`src/rtl/waveguide_tx_client.sv`:
```
// Per-router waveguide requester: buffers flits, requests once a full packet is queued, streams it on grant.
// Optional statistics outputs are enabled with TX_CLIENT_STATS_EN.
module waveguide_tx_client #(
    parameter int DATA_WIDTH = 32,
    parameter int FIFO_DEPTH = 16
) (
    input  logic                  clk,
    input  logic                  rst_n,
    input  logic                  in_valid,
    output logic                  in_ready,
    input  logic [DATA_WIDTH-1:0] in_data,
    input  logic                  in_last,
    output logic                  request,
    input  logic                  grant,
    output logic                  done,
    output logic                  tx_valid,
    output logic [DATA_WIDTH-1:0] tx_data,
    output logic                  tx_last,
    output logic                  spurious_grant
`ifdef TX_CLIENT_STATS_EN
    ,
    output logic [15:0]           pkts_sent,
    output logic [15:0]           grant_wait_max
`endif
);
    localparam int AW = $clog2(FIFO_DEPTH);
    localparam logic [AW:0] FULL = (AW+1)'(FIFO_DEPTH);

    typedef enum logic [1:0] {S_IDLE, S_REQ, S_XMIT, S_DONE} state_t;

    state_t state, state_nxt;

    logic [DATA_WIDTH:0] mem [FIFO_DEPTH];
    logic [AW-1:0]       wr_ptr, rd_ptr;
    logic [AW:0]         count;
    logic [AW:0]         pkt_count;
    logic [DATA_WIDTH:0] head;
    logic                push, pop, pkt_in, pkt_out;

    assign head     = mem[rd_ptr];
    assign in_ready = (count != FULL);
    assign push     = in_valid & in_ready;
    assign pop      = tx_valid;
    assign pkt_in   = push & in_last;
    assign pkt_out  = pop & head[DATA_WIDTH];

    // Storage is left unreset; only pointers and counts define what is valid.
    always_ff @(posedge clk) begin
        if (push)
            mem[wr_ptr] <= {in_last, in_data};
    end

    always_ff @(posedge clk) begin
        if (!rst_n) begin
            wr_ptr    <= '0;
            rd_ptr    <= '0;
            count     <= '0;
            pkt_count <= '0;
        end else begin
            if (push)
                wr_ptr <= wr_ptr + 1'b1;
            if (pop)
                rd_ptr <= rd_ptr + 1'b1;
            case ({push, pop})
                2'b10:   count <= count + 1'b1;
                2'b01:   count <= count - 1'b1;
                default: count <= count;
            endcase
            case ({pkt_in, pkt_out})
                2'b10:   pkt_count <= pkt_count + 1'b1;
                2'b01:   pkt_count <= pkt_count - 1'b1;
                default: pkt_count <= pkt_count;
            endcase
        end
    end

    always_ff @(posedge clk) begin
        if (!rst_n) begin
            state          <= S_IDLE;
            spurious_grant <= 1'b0;
        end else begin
            state <= state_nxt;
            if (grant && state != S_REQ)
                spurious_grant <= 1'b1;
        end
    end

    always_comb begin
        state_nxt = state;
        request   = 1'b0;
        tx_valid  = 1'b0;
        done      = 1'b0;
        case (state)
            S_IDLE: if (pkt_count != '0) state_nxt = S_REQ;
            S_REQ: begin
                request = 1'b1;
                if (grant) state_nxt = S_XMIT;
            end
            S_XMIT: begin
                tx_valid = 1'b1;
                if (head[DATA_WIDTH]) state_nxt = S_DONE;
            end
            S_DONE: begin
                done      = 1'b1;
                state_nxt = S_IDLE;
            end
            default: state_nxt = S_IDLE;
        endcase
    end

    // Payload is forced to zero outside XMIT so the link sees no stale data.
    assign tx_data = tx_valid ? head[DATA_WIDTH-1:0] : '0;
    assign tx_last = tx_valid & head[DATA_WIDTH];

`ifdef TX_CLIENT_STATS_EN
    logic [15:0] wait_cnt, wait_inc;

    // The grant cycle itself counts as a cycle spent waiting in REQ.
    assign wait_inc = (wait_cnt == 16'hFFFF) ? wait_cnt : wait_cnt + 16'd1;

    always_ff @(posedge clk) begin
        if (!rst_n) begin
            pkts_sent      <= '0;
            grant_wait_max <= '0;
            wait_cnt       <= '0;
        end else begin
            if (done && pkts_sent != 16'hFFFF)
                pkts_sent <= pkts_sent + 16'd1;
            if (state == S_REQ) begin
                wait_cnt <= wait_inc;
                if (grant && wait_inc > grant_wait_max)
                    grant_wait_max <= wait_inc;
            end else begin
                wait_cnt <= '0;
            end
        end
    end
`endif
endmodule

```
`config.mk`:
```
export PLATFORM = sky130hd
export DESIGN_NAME = waveguide_tx_client
export DESIGN_NICKNAME = d
export VERILOG_FILES = /design/src/rtl/waveguide_tx_client.sv
export SDC_FILE = /design/constraint.sdc
export NUM_CORES = 1
export LEC_CHECK = 0
export BUFFER_PORTS_ARGS = -buffer_cell sky130_fd_sc_hd__buf_2
export CAP_MARGIN = 10
export CORE_MARGIN = 2
export CORE_UTILIZATION = 61
export DETAILED_ROUTE_END_ITERATION = 8
export GPL_TIMING_DRIVEN = 0
export HOLD_SLACK_MARGIN = 0.02
export PLACE_DENSITY = 0.79
export SYNTH_ARGS = -nofsm -noshare
export SYNTH_HDL_FRONTEND = slang
export SYNTH_SLANG_ARGS = --single-unit
```
`constraint.sdc`:
```
create_clock -name clk -period 5.4 [get_ports clk]
set_clock_uncertainty 0.05 [all_clocks]
set_input_delay 1.62 -clock clk [delete_from_list [all_inputs] [get_ports clk]]
set_output_delay 1.62 -clock clk [all_outputs]
set_load 0.005 [all_outputs]
```
After elaboration in Yosys (flattened, before gate mapping). Memories as Yosys holds them, arrays and structs flattened. A register that Yosys moved wholly into a read port is not among the register bits. Index checks and enable logic that the tools add are counted.

Add/subtract/negate cells: 6. Equality and inequality tests: 12. Mux-type cells: 14. Bitwise gates (word level): 3. Reduce and logical (&&, ||, !) cells: 6.

Operator list (number): two-way mux 32 bit (1); one-hot mux 5 bit (2 select lines) (2); adder 5 x 1 -> 5 bit, second input constant (2); subtractor 5 x 1 -> 5 bit, second input constant (2); adder 4 x 1 -> 4 bit, second input constant (2); == test 2 bit, second input constant (4); two-way mux 4 bit (2); one-hot mux 2 bit (4 select lines) (1); == test 2 x 1 -> 1 bit, second input constant (3); two-way mux 2 bit (3); inequality test 2 bit, second input constant (3); two-way mux 1 bit (5); inequality test 5 bit, second input constant (1); nonzero test 5 bit (1); nonzero test 2 bit (2); bitwise AND 1 bit (3); AND reduction 3 bit (1); logical NOT 2 bit (1); inequality test 2 x 1 -> 1 bit, second input constant (1); logical AND 1 bit (1).

Register bits: 21. RAM bits: 528. Output and inout bits: 38. Memories kept: 1.

Memories: mem (depth 16, width 33, rd ports 1, clocked after memory_dff 1, write ports 1, line 33) `logic [DATA_WIDTH:0] mem [FIFO_DEPTH];`.

Longest topological paths before layout. Gate-level depths: netlist of run 1.

Depth in word-level cells: 5. Mapped depth: 15.

Worst setup path after synthesis of run 1. No wires, ideal clock.

Path type: input to register. Start point: input port in_valid. End point: memory mem[3][0] (netlist bit) (enable). Library setup time: 0.464 ns. Data arrival time: 4.616 ns. Data required time: 4.886 ns. Setup slack: 0.269 ns. Cell stages on the path: 3. Path buffers: 0. Path through: a21boi_1 > nand2_1 > nor3_1.

Longest elaborated chain between the ends: 3.

Ends and longest elaborated chain: start, declared (line 9) `input logic in_valid,`; bitwise AND 1 bit (line 42) `assign push = in_valid & in_ready;`; two-way mux 1 bit (line 49) `if (push)`; two-way mux 1 bit (not written as such) (line 50) `mem[wr_ptr] <= {in_last, in_data};`; end, declared (line 33).

No other way between the ends.

==> impl_metrics.toml, run 1 <==
[run_status]
status = "completed"

[synth]
post_synth_num_cell_types = 33
yosysTopAreaCell = "edfxtp_1"
ys_seq_elements = 553
seq_area_frac_synth_pct = 76.4
synth_commonest_cells = "edfxtp_1, mux4_2, nor2_1, and2_1, clkbuf_1"
synth.most_common_cell = "edfxtp_1"
synth_top_area_share_pct = 74.1
synthArstFlopShare_pct = 0
synthFlopType = "edfxtp_1"
yosys-top-cells-area = "edfxtp_1, mux4_2, dfxtp_1"
synth_edf_count = 528
syn_nets = 988
syn_area_sq_um = 21400
synthCells = 932
synth_warnings = 0
syn_area_per_cell_sq_um = 23.0

[global_route]
grt_use_total_pct = 28.7
antenna_found_initial = 3
grt_pass1_wl_um = 72800
grt_pass1_vias = 10924
grt_max_degree = 20
grt-ovfl-total = 0

[power_and_ir_drop]
power_frac_comb_pct = 13.7
p_per_area_nw_per_um2 = 404
vdd_ir_drop_max_mv = 0.353
p_seq_share_pct = 48.5
p_switching_mw = 2.30
power.internal_mw = 7.68
p_leak_nw = 7.94
p_clk_share_pct = 37.8
switching_share_pct = 23.1

[setup_path]
critPathRequiredTime_ns = 3.73
cp_max_fo = 10
cp.arrival_ns = 3.60
end_kind = "output port"
crit_type = "reg -> out"
critPathLaunchType = "register"

[place]
hpwl_um = 28400
place.port_buffers = 74
dp.cells = 1489
gp_congestion = 0.778
placed_area_sq_um = 22900

[cells_and_area]
stdcell_count = 1589
fin_area_sq_um = 24700
drive_gt1_share_pct = 34.1
nets = 1145
area_growth_pct = 15.5

[route]
vias = 10515
drc_errors = 0
avgRoutedWirePerCell_um = 31.6
via_per_inst = 6.62
drtPass1Iterations = 5
drt_iter0_drc = 1306
wirelength_um = 50300
ant_nets = 0

[clock_network]
cts_setup_buffers = 0
clk_pin_slew_ns = 0.06
insertion_delay_ns = 0.58
cts_buffer_depth = 3
cts.sinks = 553
hold_buffers = 0
numCtsBuffers = 53
root_buffer = "clkbuf_16"
htree_levels = 2
cts_tree = "yes"

[floorplanning]
die_w_um = 191
die_h_um = 191
design.portCount = 75
fp-row-count = 68
core_sq_um = 34500
start_util_pct = 61.9
dieArea_sq_um = 36600

[timing]
finalCriticalPeriod_ns = 5.27
max_freq_mhz = 190
grt_setup_unrepaired = "false"
setup_viol = 0
worstMarginPinSlew_ns = 1.15
relSlewSlack_pct = 23.5
drv_slew = 0
whs_ns = 0.433
hold_viol = 0
post-route-period-util_pct = 97.7

[job]
maxCapViolations = 0

[hold_path]
min_path_type = "reg -> reg"
power groups by stage:
stage	Sequential, mW	Clock, mW	Combinational (mW)
2_1_floorplan	4.92	0	0.944
3_3_place_gp	4.93	0	1.29
3_5_place_dp	4.93	0	1.36
4_1_cts	4.84	3.80	1.39
5_1_grt	4.85	3.95	1.47
6_report	4.84	3.77	1.36
metrics by stage:
| stage | TNS [ns] | util [%] | setup slack, ns | total power [mW] |
|---|---|---|---|---|
| floorplan | 0 | - | 0.269 | 5.87 |
| global placement | -709.56 | 64.7 | -2.88 | 6.23 |
| detailed placement | 0 | 66.4 | 0.648 | 6.29 |
| CTS | 0 | 71.5 | 0.0281 | 10.0 |
| global route | 0 | 71.5 | 0.00952 | 10.3 |
| finish | 0 | 71.5 | 0.126 | 9.98 |
layout by cell type, fill, tap and decap left out, types with 9 or more instances in the layout:
cell type and n:
mux2i_1 10, edfxtp_1 528, and2_1 32, clkbuf_16 55, a21oi_1 11, mux4_2 162, nand2_1 12, nor2_4 12
clkinv_2 13, ha_1 17, nor2_1 22, buf_6 20, buf_2 83, clkbuf_1 31, dfxtp_1 25, clkinv_1 9
critical path, stage by stage (launching register included):
cell	delay, ns
dfxtp_1	0.31
clkbuf_1	0.40
buf_2	0.38
clkbuf_1	0.70
mux4_2	0.42
mux4_2	0.51
and2_1	0.18
buf_2	0.12
area by class of cell:
cell class                 count  area (sq um)
antenna                        1          2.50
buffer                        48           267
clock buffer                  65          1410
clock inverter                34           357
fill                        1980          9840
inverter                       7          26.3
multi-input combinational    324          4870
sequential                   553         16400
tap                          455           569
timing repair buffer         102           847
path summary, 6_finish.rpt:
kind	start	end	slack, ns	depth (start not counted)
max	register	tx_data[31]	0.13	7
min	spurious_grant	spurious_grant	0.43	2
max reg2reg	register	pkt_count[4]	1.65	14
min reg2reg	spurious_grant	spurious_grant	0.43	2
kinds of logic (layout without fill, tap and decap cells):
logic type	after synthesis	count (layout)	share of synthesized area [%]
buffers and inverters	55	256	1.33
other	0	1	0
multiplexers	173	173	17.6
XOR/XNOR	14	14	0.573
AO/OA/AOI/OAI	23	23	0.678
adder cells (fa/ha/maj)	19	19	1.18
AND/OR/NAND/NOR	95	95	2.23
flip-flops	553	553	76.4
per-layer routing:
metal	vias to the layer above	wire, um	global-route usage, %
met2	701	25900	47.8
met3	124	4790	5.93
li1	4228	-	-
met5	-	28	0
met1	5458	18000	38.4
met4	4	1550	10.1
registers in the layout, summed over array words and instances (netlist names), named ones only:
signal	flops
state	2
mem	528
wr_ptr	4
rd_ptr	4
spurious_grant	1
count	5
pkt_count	5
what timing repair did:
item | CTS | global route
gates resized for setup | 1 | 14
setup endpoints to repair | 3 | 20
gates cloned | 0 | 0
Power figures use the tool's default switching activity.
==> run 2: changes to the inputs <==
--- a/config.mk
+++ b/config.mk
@@ -7,10 +7,9 @@
 export LEC_CHECK = 0
-export BUFFER_PORTS_ARGS = -buffer_cell sky130_fd_sc_hd__buf_2
 export CAP_MARGIN = 10
 export CORE_MARGIN = 2
-export CORE_UTILIZATION = 61
+export CORE_UTILIZATION = 45
 export DETAILED_ROUTE_END_ITERATION = 8
+export DONT_BUFFER_PORTS = 1
 export GPL_TIMING_DRIVEN = 0
 export HOLD_SLACK_MARGIN = 0.02
-export PLACE_DENSITY = 0.79
 export SYNTH_ARGS = -nofsm -noshare
--- a/constraint.sdc
+++ b/constraint.sdc
@@ -4,2 +4,2 @@
 set_output_delay 1.62 -clock clk [all_outputs]
-set_load 0.005 [all_outputs]
+set_load 0.01 [all_outputs]
==> impl_metrics.toml, run 2 (synthesis results as in run 1) <==
[run_status]
status = "completed"

[timing]
setup_ws_ns = 0.211
hold_viol = 0
finalCriticalPeriod_ns = 5.19
grt_setup_unrepaired = "false"
worstMarginPinSlew_ns = 1.15
max_freq_mhz = 193
relSlewSlack_pct = 23.6
setup_viol = 0
drv_slew = 0
post-route-period-util_pct = 96.1

[power_and_ir_drop]
power.internal_mw = 7.68
power_frac_comb_pct = 12.8
vdd_ir_drop_max_mv = 0.252
p_leak_nw = 7.58
p_clk_share_pct = 38.3
p_per_area_nw_per_um2 = 403
switching_share_pct = 22.3
p_switching_mw = 2.21
p_seq_share_pct = 48.9

[setup_path]
critPathRequiredTime_ns = 3.73
regToRegSetupSlack_ns = 1.50
critPathLaunchType = "register"
max_stage_delay_ns = 0.71
path_cells = "clkbuf_1, buf_2, clkbuf_1, mux4_2, mux4_2, and2_1"
cp.arrival_ns = 3.52
crit_type = "reg -> out"
cp_max_fo = 10
cp_num_buf_inv = 3
crit_slowest_cell = "clkbuf_1"
critPathTopFamily = "buffers and inverters"
end_kind = "output port"
r2r_cells = 14
r2r-end = "pkt_count[4]"

[cells_and_area]
fill_cells = 3564
largest-register = "mem"
drive_gt1_share_pct = 28.4
largest_reg_flops = 528
mostFrequentLayoutCells = "edfxtp_1, mux4_2, clkbuf_16, clkbuf_1, and2_1"
area_growth_pct = 14.6
layout_commonest_cell = "edfxtp_1"
reg_top3 = "mem x528, count x5, pkt_count x5"
antenna_cells = 0
stdcell_count = 1668
nets = 1074

[floorplanning]
die_w_um = 222
fp-row-count = 79
design.portCount = 75
dieArea_sq_um = 49300
die_h_um = 222
start_util_pct = 45.8
core_sq_um = 46800

[clock_network]
insertion_delay_ns = 0.59
root_buffer = "clkbuf_16"
numCtsBuffers = 54
cts_resized = 0
cts_setup_buffers = 0
cts.sinks = 553
clk_pin_slew_ns = 0.06
cts_buffer_depth = 3
htree_levels = 2
cts_tree = "yes"
hold_buffers = 0

[global_route]
grt_pass1_wl_um = 68100
grt-ovfl-total = 0
grt_use_total_pct = 19.4
grt_pass1_vias = 9735
antenna_found_initial = 2
grt_max_degree = 24

[route]
ant_nets = 0
dr_wl_met2_um = 22900
drt-met1-wl_um = 20000
drt_iter0_drc = 1000
avgRoutedWirePerCell_um = 28.1
drc_errors = 0
vias = 9609
drtPass1Iterations = 5
via_per_inst = 5.76
route.met3.wl_um = 3250
top_layer = "met4"
wirelength_um = 46900

[place]
place.port_buffers = 0
gp_congestion = 0.726
hpwl_um = 28900
pre_cts_ws_ns = 0.820
dp.cells = 1569

[hold_path]
min_to = "pkt_count[4]"
worstHoldPathCells = 2
min_path_type = "reg -> reg"
hold_start = "pkt_count[4]"

[job]
maxCapViolations = 0
## run 2: cell types whose count changed in the layout (fill, tap and decap cells not counted), moves of 2 or more
cell        previous run  this run
buf_16                 5         3
clkinv_2              13         5
clkinvlp_4             3         1
buf_2                 83         9
clkinv_1               9        14
clkbuf_2               6         0
buf_12                 7        10
clkbuf_8               0         4
buf_8                  5         2
clkbuf_1              31        39
buf_6                 20        23
## run 2: layer usage
layer  track usage [%]  vias to the layer above
li1                  -                     4083
met1              27.1                     5175
met2              31.1                      291
met3              4.88                       60
met4              3.99                        0
met5                 0                        -
## run 2: worst max-delay path by stage
stage	from	end	slack (ns)	cells past startpoint
finish	register	tx_data[9]	0.21	6
global route	register	tx_data[2]	0.04	6
CTS	register	tx_data[2]	0.17	6
detailed placement	register	tx_data[2]	0.82	6
global placement	in_valid	mem[3][18]	-3.13	3
floorplan	in_valid	mem[3][0]	0.27	3
## run 2: metrics by stage
stage	utilization (%)	area, sq um	total power, mW	hold slack (ns)	TNS, ns
after floorplan	-	21400	5.89	0.404	0
after global placement	47.4	22200	6.20	0.424	-789.36
after detailed placement	48.7	22700	6.23	0.446	0
after CTS	52.5	24500	10.0	0.454	0
after global routing	52.5	24500	10.3	0.476	0
final	52.5	24500	9.89	0.450	0
## run 2: final cells by class
cell class | instances | area (sq um) | share of cell area, %
sequential | 553 | 16400 | 66.7
multi-input combinational | 324 | 4870 | 19.8
clock buffer | 71 | 1480 | 6.02
tap | 607 | 759 | 3.10
timing repair buffer | 30 | 478 | 1.95
clock inverter | 28 | 304 | 1.24
buffer | 48 | 259 | 1.06
inverter | 7 | 26.3 | 0.107
## run 2: power by group through the flow
stage               registers [mW]  clock network [mW]  logic [mW]
floorplan                     4.92                   0       0.965
global placement              4.94                   0        1.26
detailed placement            4.93                   0        1.30
CTS                           4.84                3.86        1.31
global route                  4.85                4.03        1.37
finish                        4.84                3.79        1.26
## run 2: worst register-to-register path: cells and delay by family, from the launching register on
kind | cells | cell delay, ns
compound gates | 4 | 0.74
xor+xnor | 1 | 0.09
fa+ha+maj | 2 | 0.74
buf+inv | 2 | 0.80
flops | 1 | 0.30
mux | 1 | 0.23
simple gates | 4 | 0.86
